==> config.mk <==
export PLATFORM = sky130hd
export DESIGN_NAME = tennis_score_keeper
export DESIGN_NICKNAME = d
export VERILOG_FILES = /design/src/rtl/tennis_pkg.sv /design/src/rtl/tennis_point_disp.sv /design/src/rtl/tennis_score_keeper.sv
export SDC_FILE = /design/constraint.sdc
export NUM_CORES = 1
export LEC_CHECK = 0
export CAP_MARGIN = 20
export CELL_PAD_IN_SITES_DETAIL_PLACEMENT = 1
export CELL_PAD_IN_SITES_GLOBAL_PLACEMENT = 2
export CORE_MARGIN = 5
export CORE_UTILIZATION = 28
export DETAILED_ROUTE_END_ITERATION = 8
export PLACE_DENSITY_LB_ADDON = 0.12
export SLEW_MARGIN = 20
export SYNTH_ARGS = -nofsm -noshare
export SYNTH_HDL_FRONTEND = slang
export SYNTH_SLANG_ARGS = --single-unit
export TNS_END_PERCENT = 1
==> constraint.sdc <==
create_clock -name clk -period 2.2 [get_ports clk]
set_clock_uncertainty 0.05 [all_clocks]
set_input_delay 0.44 -clock clk [delete_from_list [all_inputs] [get_ports clk]]
set_output_delay 0.44 -clock clk [all_outputs]
set_load 0.03 [all_outputs]
==> src/rtl/tennis_pkg.sv <==
// Shared types and constants for the tennis score keeper.
package tennis_pkg;

    // Game-level scoring states
    typedef enum logic [2:0] {
        PLAY  = 3'd0,
        DEUCE = 3'd1,
        ADV_A = 3'd2,
        ADV_B = 3'd3,
        OVER  = 3'd4
    } state_t;

    // Internal point codes
    localparam logic [1:0] PT_0  = 2'd0;
    localparam logic [1:0] PT_15 = 2'd1;
    localparam logic [1:0] PT_30 = 2'd2;
    localparam logic [1:0] PT_40 = 2'd3;

    // BCD display codes
    localparam logic [7:0] DISP_00 = 8'h00;
    localparam logic [7:0] DISP_15 = 8'h15;
    localparam logic [7:0] DISP_30 = 8'h30;
    localparam logic [7:0] DISP_40 = 8'h40;
    localparam logic [7:0] DISP_AD = 8'hAD;

    // Match winner codes
    localparam logic [1:0] WIN_NONE = 2'b00;
    localparam logic [1:0] WIN_A    = 2'b01;
    localparam logic [1:0] WIN_B    = 2'b10;

endpackage

==> src/rtl/tennis_point_disp.sv <==
// Combinational map from one player's point code plus advantage/deuce
// flags to the two-digit BCD display value.
module tennis_point_disp
    import tennis_pkg::*;
(
    input  logic [1:0] pt,
    input  logic       adv,
    input  logic       in_deuce,
    output logic [7:0] disp
);

    // Advantage overrides deuce, deuce overrides the raw point code
    always_comb begin
        disp = DISP_00;
        if (adv) begin
            disp = DISP_AD;
        end else if (in_deuce) begin
            disp = DISP_40;
        end else begin
            case (pt)
                PT_0:    disp = DISP_00;
                PT_15:   disp = DISP_15;
                PT_30:   disp = DISP_30;
                default: disp = DISP_40;
            endcase
        end
    end

endmodule

==> src/rtl/tennis_score_keeper.sv <==
// Tennis score keeper: turns per-player point pulses into game/match
// scoring with registered display, game count, server and winner outputs.
module tennis_score_keeper
    import tennis_pkg::*;
#(
    parameter int GAMES_TO_WIN = 6,
    parameter int GW           = 4
)
(
    input  logic          clk,
    input  logic          reset,
    input  logic          pt_a,
    input  logic          pt_b,
    input  logic          clear,
    output logic [7:0]    disp_a,
    output logic [7:0]    disp_b,
    output logic [GW-1:0] games_a,
    output logic [GW-1:0] games_b,
    output logic          server,
    output logic          deuce,
    output logic          game_won,
    output logic          match_over,
    output logic [1:0]    winner,
    output logic          conflict
);

    localparam logic [GW-1:0] GAMES_LIMIT = GW'(GAMES_TO_WIN);

    // Scoring state
    state_t        r_state;
    logic [1:0]    r_pa;
    logic [1:0]    r_pb;
    logic [GW-1:0] r_games_a;
    logic [GW-1:0] r_games_b;
    logic          r_server;
    logic [1:0]    r_winner;

    // Registered display/status outputs
    logic [7:0]    r_disp_a;
    logic [7:0]    r_disp_b;
    logic          r_deuce;
    logic          r_game_won;
    logic          r_match_over;
    logic          r_conflict;

    // Next-state values
    state_t        w_state_next;
    logic [1:0]    w_pa_next;
    logic [1:0]    w_pb_next;
    logic [GW-1:0] w_games_a_next;
    logic [GW-1:0] w_games_b_next;
    logic          w_server_next;
    logic [1:0]    w_winner_next;
    logic          w_game_won_next;
    logic          w_conflict_next;
    logic          w_win_a;
    logic          w_win_b;
    logic [GW-1:0] w_games_a_inc;
    logic [GW-1:0] w_games_b_inc;
    logic [7:0]    w_disp_a;
    logic [7:0]    w_disp_b;

    assign w_games_a_inc = r_games_a + 1'b1;
    assign w_games_b_inc = r_games_b + 1'b1;

    // Next-state logic: clear, then match over, then conflict, then single point
    always_comb begin
        w_state_next    = r_state;
        w_pa_next       = r_pa;
        w_pb_next       = r_pb;
        w_games_a_next  = r_games_a;
        w_games_b_next  = r_games_b;
        w_server_next   = r_server;
        w_winner_next   = r_winner;
        w_game_won_next = 1'b0;
        w_conflict_next = 1'b0;
        w_win_a         = 1'b0;
        w_win_b         = 1'b0;

        if (clear) begin
            w_state_next   = PLAY;
            w_pa_next      = PT_0;
            w_pb_next      = PT_0;
            w_games_a_next = '0;
            w_games_b_next = '0;
            w_server_next  = 1'b0;
            w_winner_next  = WIN_NONE;
        end else if (r_state == OVER) begin
            // Match finished: every point is ignored until clear/reset
        end else if (pt_a && pt_b) begin
            w_conflict_next = 1'b1;
        end else if (pt_a) begin
            case (r_state)
                PLAY: begin
                    if (r_pa == PT_40) begin
                        w_win_a = 1'b1;
                    end else if (r_pa == PT_30 && r_pb == PT_40) begin
                        w_pa_next    = PT_40;
                        w_state_next = DEUCE;
                    end else begin
                        w_pa_next = r_pa + 2'd1;
                    end
                end
                DEUCE:   w_state_next = ADV_A;
                ADV_A:   w_win_a      = 1'b1;
                ADV_B:   w_state_next = DEUCE;
                default: w_state_next = r_state;
            endcase
        end else if (pt_b) begin
            case (r_state)
                PLAY: begin
                    if (r_pb == PT_40) begin
                        w_win_b = 1'b1;
                    end else if (r_pb == PT_30 && r_pa == PT_40) begin
                        w_pb_next    = PT_40;
                        w_state_next = DEUCE;
                    end else begin
                        w_pb_next = r_pb + 2'd1;
                    end
                end
                DEUCE:   w_state_next = ADV_B;
                ADV_B:   w_win_b      = 1'b1;
                ADV_A:   w_state_next = DEUCE;
                default: w_state_next = r_state;
            endcase
        end

        // Game completion: points reset, and either the match ends or serve changes
        if (w_win_a || w_win_b) begin
            w_game_won_next = 1'b1;
            w_pa_next       = PT_0;
            w_pb_next       = PT_0;
            w_state_next    = PLAY;
            if (w_win_a) begin
                w_games_a_next = w_games_a_inc;
            end else begin
                w_games_b_next = w_games_b_inc;
            end
            if (w_win_a && w_games_a_inc == GAMES_LIMIT) begin
                w_state_next  = OVER;
                w_winner_next = WIN_A;
            end else if (w_win_b && w_games_b_inc == GAMES_LIMIT) begin
                w_state_next  = OVER;
                w_winner_next = WIN_B;
            end else begin
                w_server_next = ~r_server;
            end
        end
    end

    // Display values are derived from the next state so they register alongside it
    tennis_point_disp u_disp_a (
        .pt       (w_pa_next),
        .adv      (w_state_next == ADV_A),
        .in_deuce (w_state_next == DEUCE || w_state_next == ADV_B),
        .disp     (w_disp_a)
    );

    tennis_point_disp u_disp_b (
        .pt       (w_pb_next),
        .adv      (w_state_next == ADV_B),
        .in_deuce (w_state_next == DEUCE || w_state_next == ADV_A),
        .disp     (w_disp_b)
    );

    // State and output registers
    always_ff @(posedge clk or posedge reset) begin
        if (reset) begin
            r_state      <= PLAY;
            r_pa         <= PT_0;
            r_pb         <= PT_0;
            r_games_a    <= '0;
            r_games_b    <= '0;
            r_server     <= 1'b0;
            r_winner     <= WIN_NONE;
            r_disp_a     <= DISP_00;
            r_disp_b     <= DISP_00;
            r_deuce      <= 1'b0;
            r_game_won   <= 1'b0;
            r_match_over <= 1'b0;
            r_conflict   <= 1'b0;
        end else begin
            r_state      <= w_state_next;
            r_pa         <= w_pa_next;
            r_pb         <= w_pb_next;
            r_games_a    <= w_games_a_next;
            r_games_b    <= w_games_b_next;
            r_server     <= w_server_next;
            r_winner     <= w_winner_next;
            r_disp_a     <= w_disp_a;
            r_disp_b     <= w_disp_b;
            r_deuce      <= (w_state_next == DEUCE);
            r_game_won   <= w_game_won_next;
            r_match_over <= (w_state_next == OVER);
            r_conflict   <= w_conflict_next;
        end
    end

    assign disp_a     = r_disp_a;
    assign disp_b     = r_disp_b;
    assign games_a    = r_games_a;
    assign games_b    = r_games_b;
    assign server     = r_server;
    assign deuce      = r_deuce;
    assign game_won   = r_game_won;
    assign match_over = r_match_over;
    assign winner     = r_winner;
    assign conflict   = r_conflict;

endmodule
; Word level (Yosys, flattened, before mapping)
; Index checks and enable logic that the tools add are counted.
[classes]
bitwise_logic = 1
n_addsub = 4
reduce_logical = 11
eq_ne = 18
n_mux = 68
[ops]
columns = op, n
row1 = 2-bit two-way mux, 21
row2 = 7-bit one-hot mux with 3 select lines, 2
row3 = 3-bit two-way mux, 12
row4 = 8-bit two-way mux, 4
row5 = 4-bit two-way mux, 6
row6 = 1-bit two-way mux, 19
row7 = 3-bit one-hot mux with 3 select lines, 2
row8 = "2-bit == test, second input constant", 6
row9 = "3-bit by 2-bit == test with 1-bit output, second input constant", 4
row10 = "4-bit by 1-bit adder with 4-bit output, second input constant", 2
row11 = "4-bit by 3-bit == test with 1-bit output, second input constant", 2
row12 = "3-bit by 1-bit == test with 1-bit output, second input constant", 2
row13 = "3-bit == test, second input constant", 2
row14 = 1-bit logical AND, 5
row15 = "2-bit by 1-bit adder with 2-bit output, second input constant", 2
row16 = "2-bit by 1-bit == test with 1-bit output, second input constant", 2
row17 = 2-bit zero test, 2
row18 = 1-bit one-hot mux with 2 select lines, 2
row19 = 3-bit zero test, 1
row20 = 1-bit logical OR, 3
row21 = 1-bit inverter, 1
[word_totals]
in_bits = 5
elab_cells = 115
reg_bits = 38
out_inout_bits = 31

; Logic depth before layout (Yosys ltp)
; Gate-level depths: netlist of the first run.
[logic_depth]
ltp_word = 16
depth_mapped = 10
ltp_nobuf = 8

; Modules after synthesis
; Synthesis of the first run repeated with hierarchy kept, for this count alone.
[hier_totals]
hier_cells = 192
area_unflattened_um2 = 1940.6
[by_module_without_submodules]
columns = mod, area_each_um2, cells_per_inst, instances, seq_area_each_um2
row1 = tennis_score_keeper, 1720.4, 160, 1, 950.9
row2 = tennis_point_disp, 110.1, 16, 2, 0.0

; Least setup slack after synthesis of the first run
; No wires, ideal clock.
[synth_timing]
kind = input to register
startpoint = in pt_b
endpoint = reg r_disp_b[6] (netlist: disp_b[6])
path_buffers = 0
stages = 5
setup_ps = 123
setup_slack_ps = -200
t_arrival_ps = 2227
required_time_ps = 2027
path_cell_list = or3b_4 > or3b_1 > a311o_1 > or4_4 > o221a_2
[synth_between]
elab_chain_cells = 13
elab_cells_between_ends = 36
cone_classes = eq/ne (5) / mux (25) / reduce/logical (6)
[synth_lines]
columns = item, line
row1 = start: declaration, tennis_score_keeper.sv:13  ; input logic pt_b,
row2 = 1-bit two-way mux, tennis_score_keeper.sv:109  ; end else if (pt_b) begin
row3 = 1-bit two-way mux, tennis_score_keeper.sv:92  ; end else if (pt_a) begin
row4 = 1-bit two-way mux, tennis_score_keeper.sv:90  ; end else if (pt_a && pt_b) begin
row5 = 1-bit two-way mux, tennis_score_keeper.sv:88  ; end else if (r_state == OVER) begin
row6 = 1-bit two-way mux, tennis_score_keeper.sv:80  ; if (clear) begin
row7 = 1-bit logical AND, tennis_score_keeper.sv:142  ; end else if (w_win_b && w_games_b_inc == GAMES_LIMIT) begin
row8 = 3-bit two-way mux, tennis_score_keeper.sv:142
row9 = 3-bit two-way mux, tennis_score_keeper.sv:139  ; if (w_win_a && w_games_a_inc == GAMES_LIMIT) begin
row10 = 3-bit two-way mux, tennis_score_keeper.sv:129  ; if (w_win_a || w_win_b) begin
row11 = 3-bit by 1-bit == test with 1-bit output or 3-bit by 2-bit == test with 1-bit output (tied branches), tennis_score_keeper.sv:162  ; .in_deuce (w_state_next == DEUCE || w_state_next == ADV_A),
row12 = 1-bit logical OR, tennis_score_keeper.sv:162
row13 = 8-bit two-way mux, tennis_point_disp.sv:17  ; end else if (in_deuce) begin
row14 = 8-bit two-way mux (*), tennis_point_disp.sv:15  ; if (adv) begin
row15 = net u_disp_b.disp[6], tennis_point_disp.sv:9  ; output logic [7:0] disp
row16 = end signal: assignment, tennis_score_keeper.sv:191  ; r_disp_b <= w_disp_b;
row17 = end: declaration, tennis_score_keeper.sv:40  ; logic [7:0] r_disp_b;
; The timed path passes the listed nets; every way through them passes the cells marked *.

; Worst setup path in the final report of the first run
[layout_timing]
startpoint = reg r_state[2]
endpoint = reg r_disp_b[6] (netlist: disp_b[6])
[layout_between]
elab_chain_cells = 15
elab_cells_between_ends = 50
cone_classes = eq/ne (9) / mux (35) / reduce/logical (6)
[layout_lines]
columns = item, line
row1 = start: declaration, tennis_score_keeper.sv:30  ; state_t r_state;
row2 = start signal: assignment, tennis_score_keeper.sv:183  ; r_state <= w_state_next;
row3 = 3-bit by 2-bit == test with 1-bit output or 3-bit zero test (tied branches), "tennis_score_keeper.sv:93, tennis_score_keeper.sv:110"
row4 = 1-bit one-hot mux with 2 select lines, tennis_score_keeper.sv:110  ; case (r_state)
row5 = 1-bit two-way mux, tennis_score_keeper.sv:109
row6 = 1-bit two-way mux, tennis_score_keeper.sv:92
row7 = 1-bit two-way mux, tennis_score_keeper.sv:90
row8 = 1-bit two-way mux, tennis_score_keeper.sv:88
row9 = 1-bit two-way mux, tennis_score_keeper.sv:80
row10 = 1-bit logical AND, tennis_score_keeper.sv:142
row11 = 3-bit two-way mux, tennis_score_keeper.sv:142
row12 = 3-bit two-way mux, tennis_score_keeper.sv:139
row13 = 3-bit two-way mux, tennis_score_keeper.sv:129
row14 = 3-bit by 1-bit == test with 1-bit output or 3-bit by 2-bit == test with 1-bit output (tied branches), tennis_score_keeper.sv:162
row15 = 1-bit logical OR, tennis_score_keeper.sv:162
row16 = 8-bit two-way mux, tennis_point_disp.sv:17
row17 = 8-bit two-way mux (*), tennis_point_disp.sv:15
row18 = net u_disp_b.disp[6], tennis_point_disp.sv:9
; Marks and branches as above.

==> run_results.csv, run 1 <==
group,metric,value,unit
outcome,status,"finished with violations",
outcome,violations,"setup timing",
logic_synthesis,synth_simple_gate_area_frac,0.220,
logic_synthesis,synth_mux_area_frac,0.0198,
drt,ant_nets,0,
logic_synthesis,synth_area,0.00170,mm^2
logic_synthesis,synth_top_cell_area_share,0.470,
global_routing,grt.overflow.total,0,
logic_synthesis,yosys.area.top_type,"dfrtp_1",
pwr,fin_total_pwr,0.00137,W
clocking,cts_max_path_buffers,2,
job,maxCapViolations,0,
drt,viasPerCell,4.55,
timing,fin_crit,2.35,ns
floorplan,ioPinCount,36,
finish,final_common_cell,"buf_4",
floorplan,die_h,88.0,um
critical_path,rrSetupSlack,-0.15,ns
clocking,tritoncts,"done",
logic_synthesis,synth-compound-area-share,0.118,
finish,antenna_cells,0,
critical_path,worst-setup-path-type,"register to register",
clocking,cts_buffers,5,
pwr,power_density,544,mW/mm^2
timing,rsz0062_at_grt,"yes",
placed_design,gp_congestion,0.828,
drt,drt_iter0_drc,51,
finish,utilization,0.426,
logic_synthesis,synthCells,167,
finish,final_cell_mix,"34 x buf_4, 32 x dfrtp_1, 31 x clkdlybuf4s50_1, 21 x nor2_1, 12 x inv_1",
logic_synthesis,syn_area_per_cell,10.2,um^2
critical_path,critPathMaxStageDelay,0.53,ns
floorplan,die_x,88.0,um
critical_path,cpMostUsedCell,"or3b_4",
critical_path,required,2.32,ns
logic_synthesis,synth-seq-cells,32,
placed_design,port_buffers,33,
clocking,root_buffer,"clkbuf_8",
placed_design,place_worst_setup_slack,-0.724,ns
floorplan,die_area,0.00775,mm^2
finish,area_delta_synth_final,48.1,%
clocking,path_clk_slew,0.07,ns
global_routing,antenna_found_initial,0,
critical_path,arrival,2.47,ns
timing,maxSlewViolCount,0,
timing,max_freq,426,MHz
timing,postLayoutSetupSlackWorst,-0.147,ns
logic_synthesis,yosys.cell_types.count,45,
clocking,clock_sinks,32,
logic_synthesis,ys.warnings.count,0,
floorplan,rows,28,
clocking,cts_hold_buf,0,
critical_path,critPathCaptureType,"register",
drt,routed_wl,4.55,mm
critical_path,cp_slowest_cell,"or4_4",
finish,drive_gt1_frac,0.272,
worst_hold_path,hold_start,"winner[0]",
critical_path,path_max_fanout,4,
floorplan,fp.coreArea,0.00592,mm^2
critical_path,timing.rr.start,"r_state[2]",
timing,worstMarginPinSlew,0.561,ns
pwr,vdd_drop_max,0.211,mV
logic_synthesis,synth_top_family_by_area,"simple AND/OR/NAND/NOR gates",
logic_synthesis,async_flop_share,1.00,
logic_synthesis,synth_edf_count,0,
clocking,clock_latency,0.28,ns
timing,holdWs,0.485,ns
drt,drc,0,
critical_path,cp-start-kind,"register",
critical_path,crit-reg2reg-capture,"disp_b[6]",
logic_synthesis,synthAdderAreaFrac,0.0734,
global_routing,grt_pass1_vias,1536,
drt,dr_total_vias,1398,
drt,dr.pass1.iters,3,
placed_design,dp_hpwl,3.46,mm
floorplan,initial_core_util,0.288,
logic_synthesis,synth_xor_xnor_area_share,0.0308,
finish,n_fill_cell,675,
logic_synthesis,synth-seq-area-share,0.470,
critical_path,rr_worst_depth,5,
pwr,p_leak,1.19,nW
global_routing,grt_max_degree,33,
logic_synthesis,synth_top_flop_cell,"dfrtp_1",
drt,routedWlPerCell,14.8,um
critical_path,path_cells,"or3b_4 > or3b_4 > a311o_1 > or4_4 > o221a_2",
timing,relSlewSlack,0.623,
worst_hold_path,hold_depth,2,
timing,setup_violations,4,
timing,fin_crit_sh,1.07,
global_routing,grt_pass1_wl,7.53,mm
finish,nets,246,
global_routing,grt.total_usage,0.126,
worst_hold_path,hold_end,"winner[0]",
worst_hold_path,hold_path_class,"register to register",
logic_synthesis,synth_area_leaders,"dfrtp_1 47%, ha_1 7.3%, nor2_1 4.6%",
timing,finalSetupTns,-0.375,ns
timing,hold_viol_final,0,
clocking,cts_max_level,2,
==> per-layer routing <==
layer / global-route usage / vias to the layer above / part of all wire
li1: - / 691 / -
met1: 0.162 / 679 / 0.45
met2: 0.210 / 23 / 0.49
met3: 0.0292 / 5 / 0.044
met4: 0.0371 / 0 / 0.012
met5: 0 / - / 0
==> cells by family after synthesis <==
group,count (synthesis)
DFF,32
muxes,3
xor gates and xnor gates,6
buffers and inverters,24
adders and majority gates,10
AOI/OAI and AO/OA,27
other,1
and+or+nand+nor,64
==> worst max-delay path, delay by kind of cell, from the launching register on <==
family / cells / cell delay (ns)
AO/OA/AOI/OAI: 2 / 0.45
flip-flops: 1 / 0.42
AND/OR/NAND/NOR: 3 / 1.32
==> registers in the layout, indices dropped and copies added (netlist names) <==
name        count
conflict        1
r_pa            2
server          1
r_pb            2
game_won        1
games_b         4
disp_a          5
deuce           1
disp_b          5
winner          2
match_over      1
games_a         4
r_state         3
==> worst max-delay path by stage <==
| stage | startpoint | to | slack [ns] | cells after the start |
|---|---|---|---|---|
| finish | r_state[2] | disp_b[6] | -0.15 | 5 |
| global route | r_state[2] | disp_b[6] | -0.19 | 5 |
| CTS | r_state[2] | disp_b[6] | -0.15 | 5 |
| detailed placement | pt_a | disp_b[6] | -0.72 | 6 |
| global placement | pt_a | disp_b[6] | -0.63 | 6 |
| floorplan | pt_b | disp_b[6] | -0.15 | 5 |
==> area by class of cell <==
class / instances / area, um^2 / area share
clock buffer: 7 / 96.3 / 0.0382
clock inverter: 1 / 30.0 / 0.0119
inverter: 12 / 45.0 / 0.0178
multi-input combinational: 112 / 862 / 0.342
sequential: 32 / 801 / 0.317
tap: 75 / 93.8 / 0.0372
timing repair buffer: 68 / 596 / 0.236
==> power breakdown <==
group / internal (W) / switching [W] / leakage, nW
sequential: 0.000601 / 0.00000551 / 0.441
clock: 0.000399 / 0.000217 / 0.0645
combinational: 0.0000646 / 0.0000847 / 0.680
total: 0.00106 / 0.000308 / 1.19
==> Yosys cell counts, types with 3 or more instances <==
master / n
dfrtp_1: 32
nor2_1: 21
inv_1: 12
ha_1: 10
nand2_1: 8
buf_4: 6
clkbuf_1: 6
a21oi_1: 5
nand3b_1: 5
o21ai_0: 5
nand2b_1: 4
nor2b_1: 4
xnor2_1: 4
mux2_2: 3
nand4bb_1: 3
nor3_1: 3
==> timing repair <==
| item | 4_1_cts | 5_1_grt |
|---|---|---|
| pin swaps | 0 | 0 |
| resized for setup | 6 | 12 |
| hold endpoints to repair | 0 | 0 |
| endpoints found under the setup margin | 17 | 13 |
| buffers inserted | 0 | 1 |
==> per-stage QoR <==
| step | instances | instance area (um^2) |
|---|---|---|
| CTS | 306 | 2450 |
| finish | 307 | 2520 |
| floorplan | 168 | 1710 |
| detailed placement | 298 | 2320 |
| global route | 307 | 2520 |
| global placement | 298 | 2320 |
Power figures use the tool's default switching activity.
==> inputs of run 2 (changes only) <==
Settings changed: CORE_ASPECT_RATIO set to 0.8.
==> run_results.csv, run 2 (synthesized netlist as in run 1, its figures left out) <==
group,metric,value,unit
floorplan,ioPinCount,36,
finish,n_fill_cell,655,
critical_path,cpMostUsedCell,"or3b_4",
drt,ant_nets,0,
outcome,status,"finished with violations",
pwr,power_density,531,mW/mm^2
worst_hold_path,hold_path_class,"primary input to register",
timing,postLayoutSetupSlackWorst,-0.0689,ns
timing,fin_crit,2.27,ns
global_routing,grt.overflow.total,0,
clocking,root_buffer,"clkbuf_8",
clocking,tritoncts,"done",
timing,relSlewSlack,0.599,
global_routing,grt.total_usage,0.126,
pwr,fin_total_pwr,0.00130,W
placed_design,placed_cells,300,
timing,max_freq,441,MHz
timing,setup_violations,3,
clocking,cts_max_path_buffers,2,
job,maxCapViolations,0,
global_routing,grt_max_degree,33,
placed_design,port_buffers,33,
placed_design,place_worst_setup_slack,-0.662,ns
finish,drive_gt1_frac,0.251,
floorplan,die_h,79.8,um
critical_path,required,2.32,ns
critical_path,cp_slowest_cell,"or4_4",
global_routing,grt_pass1_vias,1502,
clocking,clock_latency,0.29,ns
timing,maxSlewViolCount,0,
critical_path,worst-setup-path-type,"primary input to register",
drt,routedWlPerCell,14.5,um
clocking,cts_max_level,2,
floorplan,fp.coreArea,0.00591,mm^2
critical_path,cp-start-kind,"primary input",
clocking,cts_setup_buffers,0,
drt,viasPerCell,4.49,
clocking,clock_sinks,32,
critical_path,arrival,2.39,ns
finish,antenna_cells,0,
critical_path,critPathCaptureType,"register",
placed_design,gp_congestion,0.790,
critical_path,critPathMaxStageDelay,0.52,ns
timing,fin_crit_sh,1.03,
drt,dr_total_vias,1383,
placed_design,dp_hpwl,3.46,mm
drt,drc,0,
drt,drt_iter0_drc,29,
drt,dr.pass1.iters,4,
timing,worstMarginPinSlew,0.597,ns
finish,area_delta_synth_final,43.8,%
pwr,p_leak,1.13,nW
clocking,path_clk_slew,0.06,ns
floorplan,die_area,0.00776,mm^2
outcome,violations,"setup timing",
floorplan,die_x,97.2,um
critical_path,path_cells,"clkdlybuf4s15_2 > or3b_4 > or3b_4 > a311o_1 > or4_4 > o221a_4",
timing,finalSetupTns,-0.0866,ns
floorplan,rows,25,
finish,final_cell_mix,"31 x dfrtp_1, 31 x clkdlybuf4s50_1, 30 x buf_4, 21 x nor2_1, 12 x inv_1",
drt,routed_wl,4.47,mm
global_routing,antenna_found_initial,0,
finish,stdcell_count,308,
finish,utilization,0.414,
floorplan,initial_core_util,0.288,
global_routing,grt_pass1_wl,7.65,mm
finish,nets,241,
clocking,cts_hold_buf,0,
pwr,vdd_drop_max,0.285,mV
critical_path,path_max_fanout,5,
timing,rsz0062_at_grt,"yes",
timing,hold_viol_final,0,
clocking,cts_buffers,5,
run 2: timing repair:
action,4_1_cts,5_1_grt
resized for setup,8,7
endpoints found under the setup margin,15,12
pin swaps,2,2
run 2: where the power goes:
group / switching (W) / internal [W]
Sequential: 0.00000923 / 0.000601
Clock: 0.000217 / 0.000336
Combinational: 0.0000789 / 0.0000583
run 2: cell type report:
class                   instances  area (um^2)  share of cell area
clock buffers                   6         72.6              0.0296
clock inverters                 2         35.0              0.0143
inverters                      12         45.0              0.0184
multi-input cells             112          838               0.342
flip-flops and latches         32          802               0.327
well taps                      81          101              0.0414
repair buffers                 63          556               0.227
run 2: stage by stage:
step | instance area (um^2) | hold WS [ns]
6_report | 2450 | 0.466
4_1_cts | 2420 | 0.457
3_3_place_gp | 2300 | 0.453
2_1_floorplan | 1710 | 0.468
5_1_grt | 2450 | 0.476
3_5_place_dp | 2300 | 0.480
run 2: critical path: cells and delay by family:
| family | cells | cell delay (ns) |
|---|---|---|
| AO/OA/AOI/OAI | 2 | 0.43 |
| buffers and inverters | 1 | 0.21 |
| AND/OR/NAND/NOR | 3 | 1.30 |
run 2: final timing paths:
kind | start | slack, ns | endpoint | cells past startpoint
max in group asynchronous | reset | 1.29 | r_state[1] | 3
setup reg to reg | r_state[2] | -0.05 | disp_b[6] | 5
hold / removal | pt_b | 0.47 | conflict | 3
min in group asynchronous | reset | 0.49 | disp_a[3] | 3
setup / recovery | pt_b | -0.07 | disp_b[6] | 6
hold reg to reg | winner[0] | 0.49 | winner[0] | 2
run 2: metal layers:
layer	global-route usage	share of wire	routed length [um]	vias up
met5	0	0	0	-
met4	0.0622	0.022	98	0
met3	0.0306	0.040	177	7
met2	0.186	0.42	1890	26
met1	0.172	0.52	2310	665
li1	-	-	-	685
==> inputs of run 3 (changes only) <==
Settings changed: RECOVER_POWER set to 50, SETUP_SLACK_MARGIN set to 0.4.
==> run_results.csv, run 3 (synthesized netlist as in run 1, its figures left out) <==
group,metric,value,unit
outcome,status,"finished with violations",
outcome,violations,"setup timing",
clocking,clock_sinks,32,
critical_path,rr_worst_depth,5,
pwr,vdd_drop_max,0.284,mV
drt,ant_nets,0,
critical_path,cpLargestDelayFamily,"simple AND/OR/NAND/NOR gates",
pwr,p_sw,0.000305,W
global_routing,grt.total_usage,0.126,
timing,fin_crit,2.27,ns
worst_hold_path,hold_end,"conflict",
critical_path,cp-start-kind,"primary input",
drt,dr.pass1.iters,4,
timing,rsz0062_at_grt,"yes",
clocking,cts_setup_buffers,0,
finish,nets,241,
global_routing,grt_pass1_wl,7.66,mm
critical_path,path_cells,"clkdlybuf4s15_2 > or3b_4 > or3b_4 > a311o_1 > or4_4 > o221a_4",
critical_path,cpMostUsedCell,"or3b_4",
drt,highest_layer,"met4",
drt,routed_wl,4.50,mm
drt,wl_met2,1.90,mm
critical_path,timing.rr.start,"r_state[2]",
critical_path,required,2.32,ns
critical_path,critPathCaptureType,"register",
critical_path,crit_start,"pt_b",
floorplan,die_area,0.00776,mm^2
finish,antenna_cells,0,
pwr,pwr-share-clk,0.429,
clocking,cts_buffers,5,
pwr,seq_power_share,0.473,
placed_design,dp_hpwl,3.46,mm
floorplan,die_x,97.2,um
job,maxCapViolations,0,
global_routing,antenna_found_initial,0,
drt,dr_wl_met3,168,um
floorplan,initial_core_util,0.288,
drt,dr_total_vias,1385,
critical_path,arrival,2.39,ns
clocking,path_clk_slew,0.06,ns
timing,holdWs,0.466,ns
pwr,p_sw_frac,0.237,
worst_hold_path,hold_path_class,"primary input to register",
pwr,p_int,0.000984,W
finish,area_delta_synth_final,39.8,%
critical_path,critPathMaxStageDelay,0.52,ns
drt,drt_iter0_drc,24,
clocking,clock_latency,0.29,ns
finish,final_cell_mix,"31 x dfrtp_1, 28 x buf_4, 20 x nor2_1, 17 x dlygate4sd2_1, 12 x inv_1",
critical_path,path_buf_inv,1,
worst_hold_path,hold_start,"pt_b",
drt,routedWlPerCell,14.6,um
critical_path,rrSetupSlack,-0.05,ns
critical_path,path_max_fanout,5,
timing,fin_crit_sh,1.03,
critical_path,crit-reg2reg-capture,"disp_b[6]",
drt,drc,0,
global_routing,grt_pass1_vias,1505,
timing,finalSetupTns,-0.0884,ns
critical_path,worst-setup-path-type,"primary input to register",
floorplan,ioPinCount,36,
clocking,cts_max_level,2,
global_routing,grt_max_degree,33,
timing,max_freq,441,MHz
pwr,p_comb_frac,0.098,
placed_design,port_buffers,33,
finish,drive_gt1_frac,0.256,
critical_path,cp_slowest_cell,"or4_4",
floorplan,die_h,79.8,um
clocking,root_buffer,"clkbuf_8",
timing,relSlewSlack,0.455,
timing,hold_viol_final,0,
timing,maxSlewViolCount,0,
global_routing,grt.overflow.total,0,
drt,drt-met1-wl,2.34,mm
timing,setup_violations,3,
pwr,p_leak,1.19,nW
finish,utilization,0.403,
clocking,cts_max_path_buffers,2,
floorplan,rows,25,
clocking,tritoncts,"done",
worst_hold_path,hold_depth,3,
floorplan,fp.coreArea,0.00591,mm^2
drt,viasPerCell,4.50,
pwr,power_density,541,mW/mm^2
finish,final_common_cell,"dfrtp_1",
clocking,cts_hold_buf,0,
timing,worstMarginPinSlew,0.817,ns
timing,postLayoutSetupSlackWorst,-0.0697,ns
placed_design,place_worst_setup_slack,-0.662,ns
placed_design,gp_congestion,0.790,
## run 3: per-layer routing
metal,up-vias,track usage
met5,-,0
met4,0,0.0622
met3,7,0.0314
met2,26,0.186
met1,667,0.172
li1,685,-
## run 3: layout make-up
cell class	instances	area, um^2
fill	669	3530
multi-input combinational	112	846
sequential	32	802
timing repair buffer	63	480
tap	81	101
clock buffer	6	72.6
inverter	12	45.0
clock inverter	2	35.0
## run 3: how the worst max path moves through the flow
| stage | to | slack [ns] | cells after the start |
|---|---|---|---|
| after CTS | disp_b[6] | -0.18 | 5 |
| after floorplan | disp_b[6] | -0.15 | 5 |
| after global placement | disp_b[6] | -0.59 | 6 |
| after detailed placement | disp_b[6] | -0.66 | 6 |
| after global routing | disp_b[6] | -0.11 | 5 |
| final | disp_b[6] | -0.07 | 6 |
## run 3: repair_timing
item	4_1_cts	5_1_grt
cloned	0	0
setup endpoints to repair	47	36
resized for setup	26	17
pin swaps	2	3
## run 3: power by group through the flow
stage / registers [W] / logic (W) / clock network (W)
after detailed placement: 0.000620 / 0.000138 / 0
after global routing: 0.000611 / 0.000140 / 0.000604
after floorplan: 0.000636 / 0.0000607 / 0
after CTS: 0.000609 / 0.000137 / 0.000579
final: 0.000610 / 0.000126 / 0.000552
after global placement: 0.000619 / 0.000135 / 0
## run 3: per-stage QoR
stage	power (W)	area, um^2	cells
after detailed placement	0.000758	2300	300
after global routing	0.00136	2380	308
after floorplan	0.000697	1710	168
after CTS	0.00132	2410	308
after global placement	0.000754	2300	300
final	0.00129	2380	308
## run 3: worst reg2reg max path: stages (launching register included)
cell and delay, ns:
dfrtp_1 0.38, or3b_4 0.37, or3b_4 0.38, a311o_1 0.30
or4_4 0.52, o221a_4 0.13
